==> config.mk <==
export PLATFORM = sky130hd
export DESIGN_NAME = matinv2_flat
export DESIGN_NICKNAME = d
export VERILOG_FILES = /design/src/rtl/matinv2_if.sv /design/src/rtl/matinv2.sv /design/src/flat_wrapper.sv
export SDC_FILE = /design/constraint.sdc
export NUM_CORES = 2
export LEC_CHECK = 0
export CAP_MARGIN = 5
export CELL_PAD_IN_SITES_DETAIL_PLACEMENT = 1
export CELL_PAD_IN_SITES_GLOBAL_PLACEMENT = 1
export CORE_MARGIN = 2
export CORE_UTILIZATION = 32
export DETAILED_ROUTE_END_ITERATION = 8
export PLACE_DENSITY = 0.66
export SYNTH_ARGS = -nofsm -noshare
export SYNTH_HDL_FRONTEND = slang
export SYNTH_SLANG_ARGS = --single-unit
export TNS_END_PERCENT = 30
==> constraint.sdc <==
create_clock -name clk -period 7.7 [get_ports clk]
set_input_delay 1.54 -clock clk [delete_from_list [all_inputs] [get_ports clk]]
set_output_delay 1.54 -clock clk [all_outputs]
set_load 0.03 [all_outputs]
==> src/rtl/matinv2_if.sv <==
// Handshake bundle for the 2x2 inverse block: matrix in, inverse out.
// Latency: none (wires only).
// Backpressure: valid/ready on both the matrix and the result side.
interface matinv2_if #(
  parameter int DATA_WIDTH  = 16,
  parameter int MATRIX_SIZE = 4
);
  logic                              in_valid;
  logic                              in_ready;
  logic [DATA_WIDTH*MATRIX_SIZE-1:0] a;
  logic                              out_valid;
  logic                              out_ready;
  logic [DATA_WIDTH*MATRIX_SIZE-1:0] inv;
  logic                              singular;

  // producer/consumer side
  modport master (
    output in_valid, a, out_ready,
    input  in_ready, out_valid, inv, singular
  );

  // inverse block side
  modport slave (
    input  in_valid, a, out_ready,
    output in_ready, out_valid, inv, singular
  );
endinterface

==> src/rtl/matinv2.sv <==
// Sequential 2x2 fixed-point inverse: det, bit-serial reciprocal, then four scaled elements.
// Latency: 2*DATA_WIDTH+6 cycles accept-to-result (2 cycles for a singular matrix).
// Backpressure: one matrix in flight; in_ready low while busy, result held until out_ready.
module matinv2 #(
  parameter int DATA_WIDTH  = 16,
  parameter int BIN_POS     = 8,
  parameter int MATRIX_SIZE = 4
) (
  input logic       clk,
  input logic       rst,
  matinv2_if.slave  bus
);
  localparam int DW = DATA_WIDTH;
  localparam int QW = 2 * DATA_WIDTH;
  localparam int CW = $clog2(QW);
  localparam logic [CW-1:0] CNT_LAST = CW'(QW - 1);
  // quotient step at which the single set bit of the 2^(2*BIN_POS) dividend enters
  localparam logic [CW-1:0] CNT_ONE  = CW'(QW - 1 - 2 * BIN_POS);
  localparam logic [DW-1:0] Q_MAX_DW = {1'b0, {(DW-1){1'b1}}};
  localparam logic [QW-1:0] Q_MAX    = {{(DW+1){1'b0}}, {(DW-1){1'b1}}};

  typedef enum logic [2:0] {IDLE, DET, DIV, SCALE, DONE} state_t;

  // fixed-point multiply: full-width product, arithmetic shift, wrap to DW bits
  function automatic logic signed [DW-1:0] mul(input logic signed [DW-1:0] x,
                                                input logic signed [DW-1:0] y);
    logic signed [QW-1:0] xe;
    logic signed [QW-1:0] ye;
    logic signed [QW-1:0] p;
    xe = {{DW{x[DW-1]}}, x};
    ye = {{DW{y[DW-1]}}, y};
    p  = (xe * ye) >>> BIN_POS;
    return DW'(p);
  endfunction

  state_t                state, state_nxt;
  logic signed [DW-1:0]  m     [MATRIX_SIZE];
  logic signed [DW-1:0]  acc   [3];
  logic                  sgn;
  logic [DW:0]           absdet;
  logic [DW-1:0]         rem;
  logic [QW-1:0]         quo;
  logic [CW-1:0]         cnt;
  logic [1:0]            idx;
  logic signed [DW-1:0]  recip;
  logic [DW*MATRIX_SIZE-1:0] inv_r;
  logic                  sing_r;

  logic signed [DW-1:0]  det;
  logic signed [DW:0]    det_ext;
  logic [DW:0]           det_abs;
  logic                  det_zero;
  logic                  div_bit;
  logic [DW:0]           rem_sh;
  logic [DW:0]           rem_sub;
  logic [DW:0]           rem_nx;
  logic                  ge;
  logic [QW-1:0]         q_nx;
  logic [DW-1:0]         q_sat;
  logic signed [DW-1:0]  recip_nx;
  logic signed [DW-1:0]  op;
  logic signed [DW-1:0]  prod;

  // determinant and its DW+1-bit magnitude (so the most negative det stays exact)
  always_comb begin
    det      = mul(m[0], m[3]) - mul(m[1], m[2]);
    det_ext  = {det[DW-1], det};
    det_abs  = det[DW-1] ? -det_ext : det_ext;
    det_zero = (det == '0);
  end

  // one restoring-division step; the remainder always fits DW bits since it is below |det|
  always_comb begin
    div_bit  = (cnt == CNT_ONE);
    rem_sh   = {rem, div_bit};
    ge       = (rem_sh >= absdet);
    rem_sub  = rem_sh - absdet;
    rem_nx   = ge ? rem_sub : rem_sh;
    q_nx     = QW'({quo, ge});
    q_sat    = (q_nx > Q_MAX) ? Q_MAX_DW : DW'(q_nx);
    recip_nx = sgn ? -q_sat : q_sat;
  end

  // single shared scaling multiplier, operand selected by element index
  always_comb begin
    op = m[3];
    case (idx)
      2'd0:    op = m[3];
      2'd1:    op = -m[1];
      2'd2:    op = -m[2];
      default: op = m[0];
    endcase
    prod = mul(op, recip);
  end

  // state register
  always_ff @(posedge clk) begin
    if (rst) state <= IDLE;
    else     state <= state_nxt;
  end

  // next-state and handshake outputs
  always_comb begin
    state_nxt     = state;
    bus.in_ready  = 1'b0;
    bus.out_valid = 1'b0;
    case (state)
      IDLE: begin
        bus.in_ready = 1'b1;
        if (bus.in_valid) state_nxt = DET;
      end
      DET:   state_nxt = det_zero ? DONE : DIV;
      DIV:   if (cnt == CNT_LAST) state_nxt = SCALE;
      SCALE: if (idx == 2'd3) state_nxt = DONE;
      DONE: begin
        bus.out_valid = 1'b1;
        if (bus.out_ready) state_nxt = IDLE;
      end
      default: state_nxt = IDLE;
    endcase
  end

  // datapath: capture, divide, scale; results only update on the way into DONE
  always_ff @(posedge clk) begin
    if (rst) begin
      for (int k = 0; k < MATRIX_SIZE; k++) m[k] <= '0;
      for (int k = 0; k < 3; k++) acc[k] <= '0;
      sgn    <= 1'b0;
      absdet <= '0;
      rem    <= '0;
      quo    <= '0;
      cnt    <= '0;
      idx    <= '0;
      recip  <= '0;
      inv_r  <= '0;
      sing_r <= 1'b0;
    end else begin
      case (state)
        IDLE: begin
          if (bus.in_valid)
            for (int k = 0; k < MATRIX_SIZE; k++) m[k] <= bus.a[k*DW +: DW];
        end
        DET: begin
          if (det_zero) begin
            inv_r  <= '0;
            sing_r <= 1'b1;
          end else begin
            sgn    <= det[DW-1];
            absdet <= det_abs;
            rem    <= '0;
            quo    <= '0;
            cnt    <= '0;
          end
        end
        DIV: begin
          rem <= DW'(rem_nx);
          quo <= q_nx;
          cnt <= cnt + CW'(1);
          if (cnt == CNT_LAST) begin
            recip <= recip_nx;
            idx   <= '0;
          end
        end
        SCALE: begin
          idx <= idx + 2'd1;
          case (idx)
            2'd0: acc[0] <= prod;
            2'd1: acc[1] <= prod;
            2'd2: acc[2] <= prod;
            default: begin
              inv_r  <= {prod, acc[2], acc[1], acc[0]};
              sing_r <= 1'b0;
            end
          endcase
        end
        default: ;
      endcase
    end
  end

  assign bus.inv      = inv_r;
  assign bus.singular = sing_r;
endmodule

==> src/flat_wrapper.sv <==
// flat-port wrapper written by rule: the top's interface ports become plain ports
module matinv2_flat 
#(
  parameter int DATA_WIDTH  = 16,
  parameter int BIN_POS     = 8,
  parameter int MATRIX_SIZE = 4
)
  (clk, rst, bus_in_valid, bus_a, bus_out_ready, bus_in_ready, bus_out_valid, bus_inv, bus_singular);
  matinv2_if #(.DATA_WIDTH(DATA_WIDTH), .MATRIX_SIZE(MATRIX_SIZE)) bus_i ();
  input logic clk;
  input logic rst;
  input wire logic [$bits(bus_i.in_valid)-1:0] bus_in_valid;
  input wire logic [$bits(bus_i.a)-1:0] bus_a;
  input wire logic [$bits(bus_i.out_ready)-1:0] bus_out_ready;
  output wire logic [$bits(bus_i.in_ready)-1:0] bus_in_ready;
  output wire logic [$bits(bus_i.out_valid)-1:0] bus_out_valid;
  output wire logic [$bits(bus_i.inv)-1:0] bus_inv;
  output wire logic [$bits(bus_i.singular)-1:0] bus_singular;
  assign bus_i.in_valid = bus_in_valid;
  assign bus_i.a = bus_a;
  assign bus_i.out_ready = bus_out_ready;
  assign bus_in_ready = bus_i.in_ready;
  assign bus_out_valid = bus_i.out_valid;
  assign bus_inv = bus_i.inv;
  assign bus_singular = bus_i.singular;
  matinv2 #(.DATA_WIDTH(DATA_WIDTH), .BIN_POS(BIN_POS), .MATRIX_SIZE(MATRIX_SIZE)) u_core (.clk(clk), .rst(rst), .bus(bus_i));
endmodule
==> summary.txt <==
Status
  – Outcome: complete, but fails checks
  – Failing checks: setup timing

CTS
  – CTS buffer count: 35
  – Clock sinks: 268
  – CTS Hold Buffers Added: 0
  – Clk slew on worst S/H paths: 0.07 ns
  – H-Tree Depth: 2
  – Max Root-Sink Buffers: 3
  – Worst-Skew Late Latency: 0.61 ns
  – Clock root cell: clkbuf_16
  – CTS tree: done

Timing
  – Slew Limit Fails: 0
  – Tcrit/Tclk final: 1.10
  – Worst-margin pin slew: roughly 1.2 ns
  – Final-report setup violation count: between 150 and 200
  – RSZ-0062 raised after global routing: true
  – Highest clock rate: about 120 MHz
  – Post-layout minimum cycle time: ~8.5 ns
  – Hold Fails Final Rpt: 0
  – Relative slew slack: 0.220
  – Setup WS post-layout: -0.763 ns
  – Worst clock skew: between 0.05 and 0.06 ns

Logic synthesis
  – Yosys warns: 0
  – Post-Synthesis Cells: approximately 3,700
  – Register bit count reported by yosys: between 200 and 300
  – Syn avg cell area: approximately 9.4 µm²
  – Top post-synthesis cells by area: fa_1, edfxtp_1, ha_1
  – Yosys top cell area share: 0.325
  – Asr flop ratio synth: 0
  – Mapped cell area: approximately 35,000 µm²
  – Number of flops mapped to enable cells by yosys: approximately 110
  – Syn nets: roughly 4,600
  – Post-synth top area cell: fa_1
  – Most common flop cell mapped by yosys: dfxtp_1
  – Yosys cell types: 89
  – Post-synthesis sequential area ratio: 0.188

Route
  – Avg Vias per Cell: about 4.8
  – Routed WL per cell: around 19 µm
  – Total number of vias: about 27,000
  – TritonRoute pass-1 iters: 5
  – Final wirelength: ~110 mm
  – Residual DRC: 0
  – Initial DRC count: about 1,200
  – Detail Route Antenna Nets: 0

Setup path
  – CP Launch Type: flop
  – R2R cell count: 37
  – Crit-path max FO: 35
  – Crit end category: flop
  – Worst Path Arrival: between 8 and 9 ns
  – Most frequent CP cell: fa_1
  – Critical setup path kind: flop to flop
  – Critical path's largest stage delay: ~0.54 ns
  – Slowest library cell on the worst path: fa_1
  – Worst path required time: around 8.2 ns

Global routing
  – Largest net degree at the start of global routing: 65
  – First-pass GRT wire length: roughly 170 mm
  – Initial antenna violation count: 4
  – Total Routing Usage GR: 0.199
  – Vias in the first global route: a little over 30,000
  – GRT Residual Overflow: 0

Layout
  – Sequential cell area: between 6000 and 7000 µm²
  – Layout cells sized above 1: 0.165
  – Non-Filler Instances: 5,589
  – Synthesis-to-layout area growth: 23.9%
  – Most frequent cells in the layout: inv_1, fa_1, buf_4
  – Fillers: roughly 12,000
  – Multi-input logic area: between 20,000 and 30,000 µm²
  – Fin nets: a little over 5,000
  – Commonest non-fill, non-tap cell in the layout: inv_1

Place
  – Number of port buffers: approximately 130
  – Placed insts: ~5,500
  – DP HPWL: slightly below 90 mm
  – Placer Congestion: ~0.87
  – Setup WS pre-CTS: -0.994 ns

Worst hold path
  – HP Class: flop to flop
  – Worst Hold Path Cells: 1

Floorplan
  – Die Span Y: approximately 330 µm
  – Die width: between 300 and 400 µm
  – Core area: between 100,000 and 150,000 µm²
  – Std-Cell Rows: 120
  – Starting density of the core: 0.322
  – I/O pins: between 100 and 150
  – Die area: ~110,000 µm²

Flow run
  – Max cap viols: 0
==> stage by stage <==
stage               area (µm²)  setup TNS [ns]   util  hold slack, ns
CTS                      42600          -91.98  0.398           0.458
global placement         40700         -111.49  0.380           0.437
global route             42700         -157.91  0.399           0.475
finish                   42800         -100.84  0.399           0.455
floorplan                34800          -30.72      -           0.428
detailed placement       40700         -125.26  0.380           0.444
==> kinds of logic after synthesis <==
group / count (synthesis) / share of synthesized area
compound gates: 404 / 0.0872
xor+xnor: 152 / 0.0426
fa+ha+maj: 814 / 0.417
buf+inv: 902 / 0.0997
flops: 268 / 0.188
mux: 6 / 0.00178
simple gates: 1125 / 0.164
==> cells in the mapped netlist (5+ instances only) <==
cell	n
mux2i_1	5
nor2_1	132
edfxtp_1	112
nor3_1	34
or3_1	11
fa_1	560
clkbuf_1	143
o21a_1	25
and3_1	10
xnor3_1	6
nor2b_1	24
nor4_1	10
xnor2_1	94
and2_1	370
buf_2	25
a22o_1	92
inv_1	720
nand4_1	10
a211oi_1	20
nand2_1	433
a31oi_1	14
nand2b_1	27
ha_1	254
a21o_1	26
a21boi_0	6
o21ai_0	52
xor2_1	47
o31a_1	7
o31ai_1	13
nand3_1	29
or4_4	5
buf_1	8
a21oi_1	61
a222oi_1	7
or4_1	6
o2bb2ai_1	21
dfxtp_1	156
==> sequential cells by signal, indices dropped and copies added, names as in the netlist <==
signal	cells
u_core.cnt	5
u_core.idx	2
u_core.m	64
u_core.quo	31
u_core.state	3
u_core.absdet	17
u_core.bus.inv	64
u_core.recip	16
u_core.sgn	1
u_core.rem	16
u_core.bus.singular	1
u_core.acc	48
==> layout make-up <==
cell class                      instances  area share
Antenna cell                            4    0.000234
Clock buffer                           43      0.0229
Clock inverter                         21     0.00544
Inverter                              721      0.0633
Multi-Input combinational cell       2501       0.589
Sequential cell                       268       0.152
Tap cell                             1403      0.0411
Timing Repair Buffer                  628       0.126
==> critical path, delay by kind of cell, from the launching register on <==
family                     cells  cell delay (ns)
adders and majority gates      8             3.55
AOI/OAI and AO/OA              9             1.56
buffers and inverters          9             1.02
and+or+nand+nor                7             1.02
xor gates and xnor gates       4             0.69
DFF                            1             0.43
==> final timing paths <==
check,startpoint,endpoint,slack (ns)
worst max register to register,u_core.m[0][52],u_core.bus.inv[28],-0.76
worst max-delay path,u_core.m[0][52],u_core.bus.inv[28],-0.76
worst min register to register,u_core.acc[0][38],u_core.bus.inv[38],0.46
worst min-delay path,u_core.acc[0][38],u_core.bus.inv[38],0.46
==> per-layer routing <==
| layer | GRT usage | vias to the layer above | share of wire |
|---|---|---|---|
| met4 | 0.0624 | 4 | 0.032 |
| met5 | 0 | - | 0.00023 |
| met2 | 0.351 | 472 | 0.49 |
| met1 | 0.253 | 13774 | 0.44 |
| met3 | 0.0222 | 178 | 0.036 |
| li1 | - | 12420 | - |
==> repair_timing <==
action                     in CTS  in global routing
buffers inserted               38                  6
cloned                          1                  0
pin swaps                      65                 20
resized for setup              78                 28
setup endpoints to repair     173                176
Power is not shown: default switching activity piles up to over one toggle a cycle in this logic, so the estimate is an artifact.
